## config.mk

```make
export PLATFORM = sky130hd
export DESIGN_NAME = uart_rx
export DESIGN_NICKNAME = d
export VERILOG_FILES = /design/src/rtl/uart_pkg.sv /design/src/rtl/uart_baud_tick.sv /design/src/rtl/uart_rx.sv
export SDC_FILE = /design/constraint.sdc
export NUM_CORES = 1
export LEC_CHECK = 0
export BUFFER_PORTS_ARGS = -buffer_cell sky130_fd_sc_hd__buf_2
export CAP_MARGIN = 5
export CORE_MARGIN = 1
export CORE_UTILIZATION = 45
export DETAILED_ROUTE_END_ITERATION = 16
export MAX_ROUTING_LAYER = met4
export SYNTH_ARGS = -nofsm -noshare
export SYNTH_HDL_FRONTEND = slang
export SYNTH_SLANG_ARGS = --single-unit
```

## constraint.sdc

```tcl
create_clock -name clk -period 4.7 [get_ports clk]
set_input_delay 0.47 -clock clk [delete_from_list [all_inputs] [get_ports clk]]
set_output_delay 0.47 -clock clk [all_outputs]
set_load 0.05 [all_outputs]
```

## src/rtl/uart_pkg.sv

```systemverilog
// Shared UART definitions: baud divisors, baud_set codes, receiver FSM states
// and the framing bit levels used by both the transmitter and the receiver.
package uart_pkg;

    localparam int CLK_FREQ_HZ = 50_000_000;
    localparam int OVERSAMPLE  = 16;
    localparam int DIV_W       = 9;

    // Divider terminal counts; one oversample tick every DIV+1 clocks.
    localparam logic [DIV_W-1:0] DIV_9600   = 9'd324;
    localparam logic [DIV_W-1:0] DIV_19200  = 9'd162;
    localparam logic [DIV_W-1:0] DIV_38400  = 9'd80;
    localparam logic [DIV_W-1:0] DIV_57600  = 9'd53;
    localparam logic [DIV_W-1:0] DIV_115200 = 9'd26;

    localparam int BIT_CLK_9600   = OVERSAMPLE * 325;
    localparam int BIT_CLK_19200  = OVERSAMPLE * 163;
    localparam int BIT_CLK_38400  = OVERSAMPLE * 81;
    localparam int BIT_CLK_57600  = OVERSAMPLE * 54;
    localparam int BIT_CLK_115200 = OVERSAMPLE * 27;

    localparam logic [2:0] BAUD_9600   = 3'd0;
    localparam logic [2:0] BAUD_19200  = 3'd1;
    localparam logic [2:0] BAUD_38400  = 3'd2;
    localparam logic [2:0] BAUD_57600  = 3'd3;
    localparam logic [2:0] BAUD_115200 = 3'd4;

    typedef enum logic [1:0] {
        IDLE  = 2'd0,
        START = 2'd1,
        DATA  = 2'd2,
        STOP  = 2'd3
    } rx_state_e;

    localparam logic START_BIT = 1'b0;
    localparam logic STOP_BIT  = 1'b1;

    // Unused codes 5-7 fall back to 9600.
    function automatic logic [DIV_W-1:0] baud_div(input logic [2:0] code);
        case (code)
            BAUD_19200:  return DIV_19200;
            BAUD_38400:  return DIV_38400;
            BAUD_57600:  return DIV_57600;
            BAUD_115200: return DIV_115200;
            default:     return DIV_9600;
        endcase
    endfunction

    function automatic logic majority3(input logic a, input logic b, input logic c);
        return (a & b) | (a & c) | (b & c);
    endfunction

endpackage

```

## src/rtl/uart_baud_tick.sv

```systemverilog
// 16x oversample tick generator. The divisor is captured from baud_set_i on
// clear_i so a baud change during a frame has no effect until the next start.
module uart_baud_tick
    import uart_pkg::*;
(
    input  logic       clk_i,
    input  logic       rst_i,
    input  logic       clear_i,
    input  logic [2:0] baud_set_i,
    output logic       tick_o
);

    logic [DIV_W-1:0] cnt_q;
    logic [DIV_W-1:0] div_q;
    logic             tick_q;

    // Tick is registered, so it appears the cycle after the counter hits div_q.
    always_ff @(posedge clk_i) begin
        if (rst_i) begin
            cnt_q  <= '0;
            div_q  <= DIV_9600;
            tick_q <= 1'b0;
        end else if (clear_i) begin
            cnt_q  <= '0;
            div_q  <= baud_div(baud_set_i);
            tick_q <= 1'b0;
        end else if (cnt_q == div_q) begin
            cnt_q  <= '0;
            tick_q <= 1'b1;
        end else begin
            cnt_q  <= cnt_q + 1'b1;
            tick_q <= 1'b0;
        end
    end

    assign tick_o = tick_q;

endmodule

```

## src/rtl/uart_rx.sv

```systemverilog
// 8N1 UART receiver with 16x oversampling. Define UART_RX_MAJORITY_EN for
// 2-of-3 majority sampling around mid-bit; otherwise a single mid-bit sample.
module uart_rx
    import uart_pkg::*;
(
    input  logic       clk,
    input  logic       rst,
    input  logic [2:0] baud_set,
    input  logic       uart_rxd,
    output logic [7:0] data_byte,
    output logic       rx_done,
    output logic       frame_err,
    output logic       rx_busy
);

    logic       sync1_q, sync2_q, sync3_q;
    rx_state_e  state_q;
    logic [3:0] sCnt_q;
    logic [3:0] bitIdx_q;
    logic [7:0] shift_q;
    logic [7:0] dataByte_q;
    logic       rxDone_q, frameErr_q, rxBusy_q;
    logic       sampMid_q;
    logic       tick, startEdge, startDet, decide, bitVal;

    // sync3_q only exists to give the previous synced value for edge detection.
    always_ff @(posedge clk) begin
        if (rst) begin
            sync1_q <= 1'b1;
            sync2_q <= 1'b1;
            sync3_q <= 1'b1;
        end else begin
            sync1_q <= uart_rxd;
            sync2_q <= sync1_q;
            sync3_q <= sync2_q;
        end
    end

    assign startEdge = sync3_q & ~sync2_q;
    assign startDet  = (state_q == IDLE) && startEdge;
    assign decide    = tick && (sCnt_q == 4'd8);

    uart_baud_tick u_tick (
        .clk_i      (clk),
        .rst_i      (rst),
        .clear_i    (startDet),
        .baud_set_i (baud_set),
        .tick_o     (tick)
    );

`ifdef UART_RX_MAJORITY_EN
    logic sampEarly_q;

    always_ff @(posedge clk) begin
        if (rst) begin
            sampEarly_q <= 1'b1;
            sampMid_q   <= 1'b1;
        end else if (tick) begin
            if (sCnt_q == 4'd6) sampEarly_q <= sync2_q;
            if (sCnt_q == 4'd7) sampMid_q   <= sync2_q;
        end
    end

    assign bitVal = majority3(sampEarly_q, sampMid_q, sync2_q);
`else
    always_ff @(posedge clk) begin
        if (rst) begin
            sampMid_q <= 1'b1;
        end else if (tick && (sCnt_q == 4'd7)) begin
            sampMid_q <= sync2_q;
        end
    end

    assign bitVal = sampMid_q;
`endif

    // Frame FSM; every bit is resolved on the tick that moves sCnt_q to 9.
    always_ff @(posedge clk) begin
        if (rst) begin
            state_q    <= IDLE;
            sCnt_q     <= '0;
            bitIdx_q   <= '0;
            shift_q    <= '0;
            dataByte_q <= '0;
            rxDone_q   <= 1'b0;
            frameErr_q <= 1'b0;
            rxBusy_q   <= 1'b0;
        end else begin
            rxDone_q   <= 1'b0;
            frameErr_q <= 1'b0;
            if (tick) sCnt_q <= sCnt_q + 1'b1;
            case (state_q)
                IDLE: begin
                    if (startEdge) begin
                        state_q  <= START;
                        sCnt_q   <= '0;
                        bitIdx_q <= '0;
                        rxBusy_q <= 1'b1;
                    end
                end
                START: begin
                    if (decide) begin
                        if (bitVal == START_BIT) begin
                            state_q  <= DATA;
                            bitIdx_q <= 4'd1;
                        end else begin
                            state_q  <= IDLE;
                            rxBusy_q <= 1'b0;
                        end
                    end
                end
                DATA: begin
                    if (decide) begin
                        shift_q  <= {bitVal, shift_q[7:1]};
                        bitIdx_q <= bitIdx_q + 1'b1;
                        if (bitIdx_q == 4'd8) state_q <= STOP;
                    end
                end
                STOP: begin
                    if (decide) begin
                        state_q  <= IDLE;
                        rxBusy_q <= 1'b0;
                        bitIdx_q <= '0;
                        if (bitVal == STOP_BIT) begin
                            dataByte_q <= shift_q;
                            rxDone_q   <= 1'b1;
                        end else begin
                            frameErr_q <= 1'b1;
                        end
                    end
                end
                default: state_q <= IDLE;
            endcase
        end
    end

    assign data_byte = dataByte_q;
    assign rx_done   = rxDone_q;
    assign frame_err = frameErr_q;
    assign rx_busy   = rxBusy_q;

endmodule
```

==> flow_summary.json <==
{
  "start_kind": "register",
  "first_global_vias": 1568,
  "path_cells": "inv_1 > ha_1 > nand3b_1 > nand2_1 > a31o_1 > nor2_1",
  "fmax_mhz": 463,
  "cp_slowest_stage_delay_ps": 420,
  "synth_area_per_cell_um2": 8.98,
  "min_path_cells": 2,
  "cts_tree": "yes",
  "maxSlewHeadroom_pct": 54.8,
  "clk_latency_ps": 300,
  "place_inst": 340,
  "tightest_slew_ps": 678,
  "syn_inst": 267,
  "ys_warn_count": 0,
  "p_leak_nw": 1.04,
  "final_cell_mix": "52 x dfxtp_1, 32 x nor2_1, 27 x nand2_1",
  "pin_count": 17,
  "status": "finished, final reports clean",
  "fillers": 500,
  "timing.hold.ws_ps": 348,
  "utilization_pct": 50.6,
  "totalWireLength_mm": 4.20,
  "syn_to_final_growth_pct": 7.83,
  "synth_edf_count": 0,
  "antenna_left": 0,
  "drv_slew": 0,
  "dr_total_vias": 1744,
  "setup_ws_ps": 2540,
  "cts_root_buf": "clkbuf_8",
  "cts_max_level": 2,
  "ys.flop_type": "dfxtp_1",
  "dp_hpwl_mm": 3.01,
  "first_pass_iters": 4,
  "layout_commonest_cell": "dfxtp_1",
  "grt_max_degree": 37,
  "rsz0062_at_grt": "no",
  "gp_congestion": 0.800,
  "p_per_area_nw_per_um2": 311,
  "drive_gt1_share_pct": 12.9,
  "port_buffers": 16,
  "setup_viol": 0,
  "peakVddDrop_mv": 0.153,
  "nNetsFinal": 293,
  "syn_area_um2": 2400,
  "antenna_found_initial": 0,
  "core_area_um2": 5110,
  "worstPathRequired_ps": 4890,
  "dieArea_um2": 5620,
  "post_drt_via_cell_ratio": 5.01,
  "ctsHoldBuffers": 0,
  "cap_violations": 0,
  "num_rows": 26,
  "finalHoldViolations": 0,
  "yosysSeqAreaShare_pct": 43.4,
  "grt-ovfl-total": 0,
  "ys_ff_latch": 52,
  "drc": 0,
  "start_util_pct": 46.9,
  "crit_buf_inv": 1,
  "synthesis.nets": 283,
  "cts_resized": 0,
  "cts_made_buffers": 5,
  "fp.dieH_um": 75.0,
  "cts_buffer_depth": 2,
  "period_minus_slack_ps": 2160,
  "grt_pass1_wl_mm": 7.01,
  "clock_sinks": 52,
  "final_cells": 348,
  "tns_ps": 0,
  "diodes": 0,
  "hold_class": "input pin to register",
  "cpMaxStageDelayCell": "ha_1",
  "clk_pin_slew_ps": 90,
  "track_usage_pct": 16.8,
  "wl_per_cell_um": 12.1,
  "synthArstFlopShare_pct": 0,
  "crit_path_end_kind": "register",
  "reg2regPathDepth": 6,
  "drt_iter0_drc": 48,
  "finalCritPeriodShare_pct": 45.9,
  "post-cts-setup-buffers": 0,
  "cp.arrival_ps": 2350,
  "path_depth": 6,
  "cp_top_family": "simple AND/OR/NAND/NOR gates",
  "yosysUniqueCellTypes": 48,
  "crit_type": "register to register",
  "fin_skew_ps": 8.51,
  "cp_max_fo": 11,
  "pre_cts_slack_ps": 2550,
  "die_x_um": 75.0
}
==> final timing paths <==
check	start	to	slack [ps]
worst max-delay path	state_q[0]	u_tick.cnt_q[3]	2540
worst min-delay path	uart_rxd	sync1_q	350
worst max register to register	state_q[0]	u_tick.cnt_q[3]	2540
worst min register to register	sync1_q	sync2_q	420
==> where the power goes <==
group          switching (mW)  internal (mW)
registers              0.0102          0.450
logic                  0.0566         0.0329
clock network           0.146          0.107
total                   0.213          0.590
==> logic make-up after synthesis <==
kind of cell             count (synthesis)  share of synthesized area, %
adder cells (fa/ha/maj)                 10                          5.22
flip-flops                              52                          43.4
multiplexers                            10                          4.18
buffers and inverters                   22                          4.38
XOR/XNOR                                21                          7.67
AND/OR/NAND/NOR                        107                          22.0
AO/OA/AOI/OAI                           45                          13.2
==> cell usage after synthesis (all sizes together) (3+ instances only) <==
cell | number | share of area [%]
a21oi | 22 | 4.6
a221oi | 3 | 1.8
buf | 7 | 2.0
clkbuf | 6 | 0.94
dfxtp | 52 | 43
ha | 10 | 5.2
inv | 9 | 1.4
mux2i | 10 | 4.2
nand2 | 28 | 4.5
nand3 | 19 | 4.0
nor2 | 33 | 5.3
nor2b | 4 | 1.0
nor3 | 7 | 1.7
o2111ai | 3 | 1.1
o21ai | 5 | 1.0
or2 | 5 | 1.4
xnor2 | 8 | 2.9
xor2 | 13 | 4.7
==> final cells by class <==
type	count	area, um2	area share, %
Sequential cell	52	1040	40.3
Clock buffer	5	68.8	2.66
Tap cell	70	87.6	3.39
Inverter	9	33.8	1.31
Timing Repair Buffer	16	80.1	3.10
Clock inverter	3	22.5	0.871
Multi-Input combinational cell	193	1250	48.4
==> routing by layer <==
metal,part of all wire [%],track usage [%]
met1,53,21.8
met2,44,26.1
met3,2.0,2.81
met4,1.1,6.29
met5,0,-
==> stage by stage <==
step,power [mW],instance area (um2)
CTS,0.817,2580
global route,0.844,2580
detailed placement,0.560,2490
global placement,0.560,2490
floorplan,0.541,2400
finish,0.803,2580
==> state kept, by name, indices dropped and copies added, names as in the netlist, 4 cells and up, named ones only <==
name,flops
data_byte,8
sCnt_q,4
bitIdx_q,4
u_tick.cnt_q,9
shift_q,8
u_tick.div_q,9
No activity file was read; power rests on OpenSTA's default activity.
